==> config.mk <==
export PLATFORM = sky130hd
export DESIGN_NAME = key_debounce_flat
export DESIGN_NICKNAME = d
export VERILOG_FILES = /design/src/rtl/key_debounce_if.sv /design/src/rtl/key_debounce.sv /design/src/flat_wrapper.sv
export SDC_FILE = /design/constraint.sdc
export NUM_CORES = 1
export LEC_CHECK = 0
export CORE_ASPECT_RATIO = 1.75
export CORE_MARGIN = 2
export CORE_UTILIZATION = 55
export CTS_CLUSTER_DIAMETER = 150
export CTS_CLUSTER_SIZE = 24
export DETAILED_ROUTE_END_ITERATION = 10
export HOLD_SLACK_MARGIN = 0.15
export PLACE_DENSITY = 0.69
export SYNTH_ARGS = -nofsm -noshare
export SYNTH_HDL_FRONTEND = slang
export SYNTH_SLANG_ARGS = --single-unit
export TNS_END_PERCENT = 100
==> constraint.sdc <==
create_clock -name clk -period 3.6 [get_ports clk]
set_input_delay 0.72 -clock clk [delete_from_list [all_inputs] [get_ports clk]]
set_output_delay 0.72 -clock clk [all_outputs]
set_load 0.05 [all_outputs]
==> src/rtl/key_debounce_if.sv <==
// Button conditioning signals between the raw pin, the debouncer and the edge detector.
// The debouncer sits on the slave side.
interface key_debounce_if;
    logic key_in;
    logic key_level;
    logic key_busy;

    modport master (
        output key_in,
        input  key_level,
        input  key_busy
    );

    modport slave (
        input  key_in,
        output key_level,
        output key_busy
    );
endinterface

==> src/rtl/key_debounce.sv <==
// Push-button conditioner: 2-flop synchronizer, polarity normalization and counter-qualified
// debounce FSM producing a clean pressed/released level.
module key_debounce #(
    parameter int DEBOUNCE_CYCLES = 1000000,
    parameter bit ACTIVE_LOW      = 1'b1
) (
    input  logic          clk,
    input  logic          rst,
    key_debounce_if.slave kb
);
    localparam int            CW       = ($clog2(DEBOUNCE_CYCLES) > 1) ? $clog2(DEBOUNCE_CYCLES) : 1;
    localparam logic [CW-1:0] CNT_MAX  = CW'(DEBOUNCE_CYCLES - 1);
    localparam logic          IDLE_PIN = ACTIVE_LOW;

    typedef enum logic [1:0] {
        RELEASED,
        PRESS_WAIT,
        PRESSED,
        RELEASE_WAIT
    } state_e;

    state_e        state_q;
    logic [CW-1:0] cnt_q;
    logic          sync0_q;
    logic          sync1_q;
    logic          level_q;
    logic          s;

    // Only sync0_q samples the asynchronous pin.
    always_ff @(posedge clk) begin
        if (rst) begin
            sync0_q <= IDLE_PIN;
            sync1_q <= IDLE_PIN;
        end else begin
            sync0_q <= kb.key_in;
            sync1_q <= sync0_q;
        end
    end

    assign s = sync1_q ^ ACTIVE_LOW;

    always_ff @(posedge clk) begin
        if (rst) begin
            state_q <= RELEASED;
            cnt_q   <= '0;
            level_q <= 1'b0;
        end else begin
            case (state_q)
                RELEASED: begin
                    if (s) begin
                        state_q <= PRESS_WAIT;
                        cnt_q   <= '0;
                    end
                end
                PRESS_WAIT: begin
                    if (!s) begin
                        state_q <= RELEASED;
                        cnt_q   <= '0;
                    end else if (cnt_q == CNT_MAX) begin
                        state_q <= PRESSED;
                        level_q <= 1'b1;
                    end else begin
                        cnt_q <= cnt_q + 1'b1;
                    end
                end
                PRESSED: begin
                    if (!s) begin
                        state_q <= RELEASE_WAIT;
                        cnt_q   <= '0;
                    end
                end
                RELEASE_WAIT: begin
                    // A single disagreeing sample drops the partial count entirely.
                    if (s) begin
                        state_q <= PRESSED;
                        cnt_q   <= '0;
                    end else if (cnt_q == CNT_MAX) begin
                        state_q <= RELEASED;
                        level_q <= 1'b0;
                    end else begin
                        cnt_q <= cnt_q + 1'b1;
                    end
                end
                default: begin
                    state_q <= RELEASED;
                    cnt_q   <= '0;
                end
            endcase
        end
    end

    assign kb.key_level = level_q;
    assign kb.key_busy  = (state_q == PRESS_WAIT) || (state_q == RELEASE_WAIT);
endmodule

==> src/flat_wrapper.sv <==
// flat-port wrapper written by rule: the top's interface ports become plain ports
module key_debounce_flat 
#(
    parameter int DEBOUNCE_CYCLES = 1000000,
    parameter bit ACTIVE_LOW      = 1'b1
)
  (clk, rst, kb_key_in, kb_key_level, kb_key_busy);
  key_debounce_if kb_i ();
  input  logic clk;
  input  logic rst;
  input wire logic [$bits(kb_i.key_in)-1:0] kb_key_in;
  output wire logic [$bits(kb_i.key_level)-1:0] kb_key_level;
  output wire logic [$bits(kb_i.key_busy)-1:0] kb_key_busy;
  assign kb_i.key_in = kb_key_in;
  assign kb_key_level = kb_i.key_level;
  assign kb_key_busy = kb_i.key_busy;
  key_debounce #(.DEBOUNCE_CYCLES(DEBOUNCE_CYCLES), .ACTIVE_LOW(ACTIVE_LOW)) u_core (.clk(clk), .rst(rst), .kb(kb_i));
endmodule
==> results by group, run 1 <==
Status
  – Status: completed

Global routing
  – Pin count of the biggest net entering global routing: 16
  – GR peak layer: met2
  – Met1 Use GR: 0.2530
  – Gr usage total: 0.2327
  – Vias in the first global route: about 1,000
  – Initial antenna violation count: 0
  – Routing usage on met2: 0.4258
  – Total gr overflow: 0
  – First-pass GRT wire length: 4.512 mm
  – Grt met3 use: 0.02922

Synth
  – Mean Syn Cell Area: 8.818 µm²
  – Syn Std Cell Area: ~1300 µm²
  – Synthesis Warnings: 0
  – Largest area contributor in the netlist: dfxtp_1
  – Sequential share of the synthesized area: 0.3835
  – Async S/R FF share, synth: 0
  – Top FF cell, synth: dfxtp_1
  – EDFF count, synth: 0
  – Commonest cells in the synthesized netlist: 25 x dfxtp_1, 19 x nor2_1, 11 x nand2_1, 8 x nand3_1, 8 x xor2_1
  – Ranking of synthesized cells by area: dfxtp_1 38%, nor2_1 5.5%, xor2_1 5.4%, nand2_1 3.2%, nand3_1 3.1%
  – Net Count, Synth: between 150 and 200
  – Synthesis-stage register bit count: 25
  – Synth cell types: 46
  – Yosys top cell area share: 0.3835
  – Count leader, synth: dfxtp_1
  – Synthesized instance count: 148

Pwr
  – Power Density: 340.4 nW/µm²
  – Cell leakage power: 0.0004848 µW
  – Power after layout: 471.0 µW
  – Maximum VDD drop: 0.0003173 V

CTS
  – CTS Sinks: 25
  – Hold Buf Count CTS: 0
  – Clk buf depth: 2
  – Setup bufs post-CTS: 0
  – CTS H-Tree Depth: 1
  – CTS resizes: 0
  – Clk pin slew, worst setup/hold paths: 0.08 ns
  – CTS Root Cell: clkbuf_8
  – CTS Buf Count: 3
  – Worst-skew pair later-pin latency: between 0.2 and 0.3 ns
  – CTS tree: done

STA
  – Worst setup margin: 1.257 ns
  – Hold_ws: 0.4188 ns
  – Slew HR: 0.5162
  – Clock skew: approximately 0.0033 ns
  – Endpoints failing hold: 0
  – TNS Setup: 0 ns
  – Final Cycle Share: 0.6508
  – Setup Viol. Count Final: 0
  – RSZ-0062 raised after global routing: false
  – Worst Tran Pin Value: 0.7231 ns
  – Final min period: 2.343 ns
  – Achievable frequency: 426.9 MHz
  – Max-slew violations: 0

Routing
  – Detailed Route WL: 2.687 mm
  – Routed len/inst: 15.35 µm
  – Routed vias: 1,074
  – Final ANT Viol Nets: 0
  – Drt first pass iters: 4
  – DRC Markers: 0
  – Routed vias/inst: around 6.1
  – Iter 0 DRT Violations: 30

Finish
  – Share of layout cells above drive strength 1: 0.1333
  – Final Instance Count excl. Fillers: 175
  – ANT cells: 0
  – FILL cells: around 220
  – Register Area: around 500 µm²
  – Multi-input gate area: around 760 µm²
  – Area Overhead vs Synth: 6.040%
  – Nets: around 160

Floorplanning
  – Row cnt: 23
  – DIE WIDTH: 40.82 µm
  – Core ar.: 2273 µm²
  – Top-level port count: 5
  – Starting Density: 0.5740
  – Total Die Area: 2794 µm²
  – Die height: 68.44 µm

Setup path
  – Cell Chain, Critical Path: clkdlybuf4s50_1
  – CP Data Arrival Time: between 1.5 and 2 ns
  – Slowest stage delay, CP: 0.86 ns
  – Worst setup SP type: register
  – Critical path endpoint category: output pin
  – CP delay by family, top: buffers and inverters
  – WP buf/inv: 1
  – Crit-path max FO: 9
  – Critical path class: reg2out
  – Crit-path slowest cell: clkdlybuf4s50_1
  – Critical path required time: 2.88 ns

Placed design
  – Setup WS pre-CTS: 1.006 ns
  – Inst Count DP: roughly 170
  – Dpl hpwl: 2.088 mm
  – Port bufs: 4
  – GPL Wtd Cong: 0.8350

Run
  – Max cap viols: 0

Hold path
  – Worst min path class: reg2reg
-- stage by stage --
step	area, µm²	util
finish	1384	0.6087
global route	1384	0.6087
CTS	1384	0.6087
detailed placement	1339	0.5889
global placement	1339	0.5889
floorplan	1305	-
-- power by group --
part,switching (µW),internal [µW]
registers,2.48,279
clock network,83.0,78.9
logic,17.9,10.1
-- flip-flops by register name (all words and copies together), names as in the netlist, named ones only --
name / flops
u_core.sync0_q: 1
u_core.cnt_q: 20
u_core.sync1_q: 1
u_core.kb.key_level: 1
u_core.state_q: 1
-- final timing paths --
| check | from | endpoint | slack (ns) | depth (start not counted) |
|---|---|---|---|---|
| worst min-delay path | u_core.sync0_q | u_core.sync1_q | 0.42 | 1 |
| worst max register to register | register | u_core.cnt_q[2] | 1.58 | 5 |
| worst min register to register | u_core.sync0_q | u_core.sync1_q | 0.42 | 1 |
| worst max-delay path | u_core.state_q[0] | kb_key_busy | 1.26 | 1 |
-- placed cells by master (no fill, tap or decap), types with 4 or more instances in the layout --
master	instances
clkdlybuf4s50_1	4
a21oi_1	5
dfxtp_1	25
nand3_1	8
a21o_1	4
o21ai_0	7
nand2_1	11
xor2_1	8
nor2_1	19
nand4_1	6
nor3_1	5
-- layer usage --
| layer | share of wire | vias up |
|---|---|---|
| met1 | 0.40 | 511 |
| met4 | 0.017 | 0 |
| li1 | - | 534 |
| met2 | 0.55 | 25 |
| met3 | 0.031 | 4 |
| met5 | 0 | - |
-- kinds of logic after synthesis --
kind of cell,Yosys count,synth area share
AOI/OAI and AO/OA,28,0.1525
xor gates and xnor gates,12,0.08630
adders and majority gates,1,0.009586
buffers and inverters,8,0.03451
DFF,25,0.3835
muxes,1,0.007670
and+or+nand+nor,73,0.3260
-- layout make-up --
class / count / area share
clock buffers: 4 / 0.03255
inverters: 2 / 0.005425
flip-flops and latches: 25 / 0.3617
repair buffers: 4 / 0.02893
well taps: 25 / 0.02260
multi-input cells: 115 / 0.5488
Note: power is estimated with default switching activity, not from simulation.
==> run 2, diff against run 1 <==
- clock period: 3.6 -> 2.3 ns (I/O delays scaled with it)
==> results by group, run 2 (synthesis gave the netlist of run 1 again) <==
Status
  – Status: completed

Routing
  – Routed vias/inst: 6.128 (-0.15%)
  – DRC Markers: 0 (unchanged)
  – Routed len/inst: 14.76 µm (-3.9%)
  – Final ANT Viol Nets: 0 (unchanged)
  – Detailed Route WL: 2.656 mm (-1.2%)
  – Iter 0 DRT Violations: 30 (unchanged)
  – Drt first pass iters: 4 (unchanged)
  – Routed vias: 1,103 (+2.7%)

Pwr
  – Cell leakage power: 0.0005101 µW (+5.2%)
  – Power Density: 530.8 nW/µm² (+56%)
  – Sw frac: 0.2300 (+0.01056)
  – Comb pwr share: 0.065 (+0.006)
  – Maximum VDD drop: 0.0003471 V (+9.4%)
  – Sequential share of power: 0.584 (-0.013)
  – Net Switching: 173.5 µW (+68%)
  – Clock share of power: 0.351 (+0.007)
  – Internal: 581.0 µW (+58%)

Finish
  – Share of layout cells above drive strength 1: 0.1613 (+0.02796)
  – Biggest register: u_core.cnt_q
  – FILL cells: 197 (-11%)
  – Register Area: 500.5 µm² (unchanged)
  – Finished Core Util: 0.6252 (+0.01651)
  – ANT cells: 0 (unchanged)
  – Multi-input gate area: 759.5 µm² (unchanged)
  – Area Overhead vs Synth: 8.916%
  – Most common cell after layout, fill and taps aside: dfxtp_1
  – Most frequent cells in the layout: 25 x dfxtp_1, 19 x nor2_1, 11 x nand2_1
  – Nets: 160 (+3.2%)
  – Final Instance Count excl. Fillers: 180 (+2.9%)
  – Max FFs per register: 20 (unchanged)

Placed design
  – Port bufs: 4 (unchanged)
  – Dpl hpwl: 2.072 mm (-0.77%)
  – GPL Wtd Cong: 0.7751 (-7.2%)
  – Inst Count DP: 176 (+2.9%)

Setup path
  – Critical path required time: 1.84 ns (-1.04 ns)
  – WP buf/inv: 1 (unchanged)
  – CP Data Arrival Time: 1.63 ns (about the same)
  – Worst R2R End: u_core.cnt_q[18]
  – Critical path class: reg2out
  – Crit-path slowest cell: clkdlybuf4s50_1
  – CP delay by family, top: buffers and inverters
  – Critical path endpoint category: output pin
  – FF-to-FF path depth: 6 (+1)
  – Worst reg2reg setup slack: 0.40 ns (-1.18 ns)
  – Worst setup SP type: register
  – Crit-path max FO: 9 (unchanged)
  – Cell Chain, Critical Path: clkdlybuf4s50_1
  – Slowest stage delay, CP: 0.86 ns (about the same)
  – R2R Path Start: u_core.cnt_q[0]

Floorplanning
  – Top-level port count: 5 (unchanged)
  – Row cnt: 23 (unchanged)
  – Core ar.: 2273 µm² (unchanged)
  – Starting Density: 0.5740 (unchanged)
  – DIE WIDTH: 40.82 µm (unchanged)
  – Total Die Area: 2794 µm² (unchanged)
  – Die height: 68.44 µm (unchanged)

Hold path
  – Hold Path Cell Cnt: 1 (unchanged)
  – Hold Path End: u_core.sync1_q
  – Hold Startpoint: u_core.sync0_q
  – Worst min path class: reg2reg

CTS
  – Clk buf depth: 2 (unchanged)
  – CTS H-Tree Depth: 1 (unchanged)
  – Hold Buf Count CTS: 0 (unchanged)
  – Clk pin slew, worst setup/hold paths: 0.08 ns (about the same)
  – CTS tree: done
  – CTS Buf Count: 3 (unchanged)
  – CTS Sinks: 25 (unchanged)
  – CTS resizes: 0 (unchanged)
  – CTS Root Cell: clkbuf_8
  – Setup bufs post-CTS: 0 (unchanged)
  – Worst-skew pair later-pin latency: 0.27 ns (about the same)

Global routing
  – Grt met3 use: 0.04545 (+0.01623)
  – Total gr overflow: 0 (unchanged)
  – Pin count of the biggest net entering global routing: 14 (-2)
  – Gr usage total: 0.2356 (+0.002805)
  – Routing usage on met2: 0.3848 (-0.04102)
  – Initial antenna violation count: 0 (unchanged)
  – Vias in the first global route: 1,050 (+2.6%)
  – GR peak layer: met2
  – First-pass GRT wire length: 4.491 mm (-0.47%)
  – Met1 Use GR: 0.2581 (+0.005094)

STA
  – Max-slew violations: 0 (unchanged)
  – Achievable frequency: between 400 and 500 MHz
  – Clock skew: 0.001272 ns (-0.001989 ns)
  – Final Cycle Share: 0.9067
  – Final min period: 2.085 ns
  – Setup Viol. Count Final: 0 (unchanged)
  – Worst Tran Pin Value: 0.7405 ns (+0.01736 ns)
  – Endpoints failing hold: 0 (unchanged)
  – RSZ-0062 raised after global routing: false
  – Slew HR: 0.5045 (-0.01162)
  – TNS Setup: 0 ns (unchanged)
  – Hold_ws: 0.4298 ns (+0.01100 ns)

Run
  – Max cap viols: 0 (unchanged)
## run 2: cell types whose count changed in the layout (fill, tap and decap cells not counted), sizes merged
cell,previous run,this run
buf,0,5
## run 2: per-stage QoR
stage	worst slack (ns)	total power, µW	instance area (µm²)
3_5_place_dp	0.2523	500.3	1376
5_1_grt	0.1666	776.5	1421
6_report	0.2146	754.5	1421
3_3_place_gp	0.3373	498.8	1376
4_1_cts	0.2025	763.3	1421
2_1_floorplan	0.6778	483.0	1305
## run 2: power groups by stage
stage | registers, µW | clock network, µW | logic (µW)
6_report | 440 | 265 | 49.1
5_1_grt | 441 | 281 | 54.1
4_1_cts | 441 | 273 | 49.4
3_5_place_dp | 451 | 0 | 49.6
3_3_place_gp | 451 | 0 | 48.2
2_1_floorplan | 455 | 0 | 28.4
## run 2: worst max path at each step
stage                            from                to  slack, ns  depth (start not counted)
global route        u_core.state_q[0]       kb_key_busy       0.17                          1
detailed placement                rst  u_core.cnt_q[13]       0.25                          4
global placement                  rst   u_core.cnt_q[4]       0.34                          4
floorplan             u_core.cnt_q[0]   u_core.cnt_q[0]       0.68                          7
CTS                 u_core.state_q[0]       kb_key_busy       0.20                          1
finish              u_core.state_q[0]       kb_key_busy       0.21                          1
## run 2: final cells by class
cell class                 count  share of cell area
multi-input combinational    115              0.5343
sequential                    25              0.3521
timing repair buffer           9             0.05458
clock buffer                   4             0.03169
tap                           25             0.02201
inverter                       2            0.005282
## run 2: layer usage
layer	share of wire	wire length [µm]	up-vias
li1	-	-	548
met2	0.54	1421	26
met1	0.40	1057	520
met4	0.039	103	0
met5	0	0	-
met3	0.027	73	9
==> run 3, diff against run 2 <==
- PLACE_DENSITY: 0.69 -> 0.84
- REMOVE_ABC_BUFFERS: not set -> 1
==> results by group, run 3 (synthesis gave the netlist of run 1 again) <==
CTS
  – Worst-skew pair later-pin latency: 0.27 ns (about the same)
  – CTS Sinks: 25 (unchanged)
  – CTS resizes: 0 (unchanged)
  – CTS Buf Count: 3 (unchanged)
  – Clk pin slew, worst setup/hold paths: 0.09 ns (about the same)
  – CTS H-Tree Depth: 1 (unchanged)
  – CTS tree: done
  – Clk buf depth: 2 (unchanged)
  – Setup bufs post-CTS: 0 (unchanged)
  – Hold Buf Count CTS: 0 (unchanged)
  – CTS Root Cell: clkbuf_8

Global routing
  – First-pass GRT wire length: 4.678 mm (+4.2%)
  – Total gr overflow: 0 (unchanged)
  – Vias in the first global route: 1,038 (-1.1%)
  – Pin count of the biggest net entering global routing: 14 (unchanged)
  – Initial antenna violation count: 0 (unchanged)
  – Gr usage total: 0.2461 (+0.01052)

STA
  – Endpoints failing hold: 0 (unchanged)
  – Final Cycle Share: 0.9098 (+0.003105)
  – Final min period: 2.093 ns (+0.007142 ns)
  – Setup Viol. Count Final: 0 (unchanged)
  – TNS Setup: 0 ns (unchanged)
  – Max-slew violations: 0 (unchanged)
  – Slew HR: 0.4895 (-0.01503)
  – Worst Tran Pin Value: 0.7629 ns (+0.02246 ns)
  – Clock skew: 0.004922 ns (+0.003649 ns)
  – Achievable frequency: 477.9 MHz (-0.34%)
  – RSZ-0062 raised after global routing: false

Pwr
  – Cell leakage power: 0.0005003 µW (-1.9%)
  – Power Density: 531.6 nW/µm² (+0.15%)
  – Maximum VDD drop: 0.0005957 V (+72%)
  – Power after layout: 747.7 µW (-0.91%)

Finish
  – Area Overhead vs Synth: 7.766%
  – Nets: 158 (-1.3%)
  – Most frequent cells in the layout: 25 x dfxtp_1, 19 x nor2_1, 11 x nand2_1
  – Final Instance Count excl. Fillers: 178 (-1.1%)
  – Biggest register: u_core.cnt_q
  – Share of layout cells above drive strength 1: 0.1503 (-0.01096)
  – Finished Core Util: 0.6186 (-0.006604)
  – Max FFs per register: 20 (unchanged)
  – Most common cell after layout, fill and taps aside: dfxtp_1
  – ANT cells: 0 (unchanged)

Routing
  – Routed vias: 1,087 (-1.5%)
  – Final ANT Viol Nets: 0 (unchanged)
  – DRC Markers: 0 (unchanged)
  – Iter 0 DRT Violations: 34 (+13%)
  – Detailed Route WL: 2.769 mm (+4.3%)
  – Routed len/inst: 15.56 µm (+5.4%)
  – Drt first pass iters: 4 (unchanged)
  – Routed vias/inst: 6.107 (-0.34%)

Floorplanning
  – Total Die Area: 2794 µm² (unchanged)
  – DIE WIDTH: 40.82 µm (unchanged)
  – Row cnt: 23 (unchanged)
  – Die height: 68.44 µm (unchanged)
  – Top-level port count: 5 (unchanged)
  – Starting Density: 0.5740 (unchanged)
  – Core ar.: 2273 µm² (unchanged)

Run
  – Max cap viols: 0 (unchanged)

Setup path
  – Worst setup SP type: register
  – Crit-path slowest cell: clkdlybuf4s50_1
  – WP buf/inv: 1 (unchanged)
  – Cell Chain, Critical Path: clkdlybuf4s50_1
  – CP delay by family, top: buffers and inverters
  – Crit-path max FO: 9 (unchanged)
  – Critical path class: reg2out
  – Crit path from: u_core.state_q[0]
  – R2R Path Start: u_core.cnt_q[0]
  – Critical path required time: 1.84 ns (about the same)
  – Critical path endpoint category: output pin
  – CP Data Arrival Time: 1.63 ns (about the same)
  – Slowest stage delay, CP: 0.86 ns (about the same)

Status
  – Status: completed

Hold path
  – Hold Startpoint: u_core.sync0_q
  – Worst min path class: reg2reg

Placed design
  – Dpl hpwl: 2.150 mm (+3.8%)
  – GPL Wtd Cong: 0.8500 (+9.7%)
  – Port bufs: 4 (unchanged)
  – Inst Count DP: 174 (-1.1%)
-- run 3: cell types whose count changed in the layout (fill, tap and decap cells not counted), sizes merged --
cell  previous run  this run
buf              5         3
-- run 3: cell type report --
cell class                      instances  area [µm²]
Fill cell                             195       867.1
Multi-Input combinational cell        115       759.5
Sequential cell                        25       500.5
Timing Repair Buffer                    7       62.56
Clock buffer                            4       45.04
Tap cell                               25       31.28
Inverter                                2       7.507
-- run 3: stage by stage --
step	worst slack (ns)	area, µm²	hold WS, ns
after floorplan	0.5753	1267	0.3895
after global placement	0.2192	1361	0.4288
after detailed placement	0.1290	1361	0.4281
after CTS	0.2088	1406	0.4481
after global routing	0.1486	1406	0.4711
final	0.2074	1406	0.4423
-- run 3: metal layers --
layer	global-route usage	vias to the layer above	share of wire
li1	-	540	-
met1	0.2698	521	0.38
met2	0.4355	21	0.58
met3	0.03896	5	0.029
met4	0.1000	0	0.015
met5	0	-	0
-- run 3: power by group --
group          leakage, µW  internal (µW)  total (µW)  switching (µW)
logic             0.000276           17.8        46.9            29.1
clock network    0.0000228            124         260             136
registers         0.000202            436         440            4.23
-- run 3: path summary, 6_finish.rpt --
path | to | slack, ns | cells past startpoint
min reg2reg | u_core.sync1_q | 0.44 | 1
max | kb_key_busy | 0.21 | 1
min | u_core.sync1_q | 0.44 | 1
max reg2reg | u_core.cnt_q[18] | 0.35 | 6
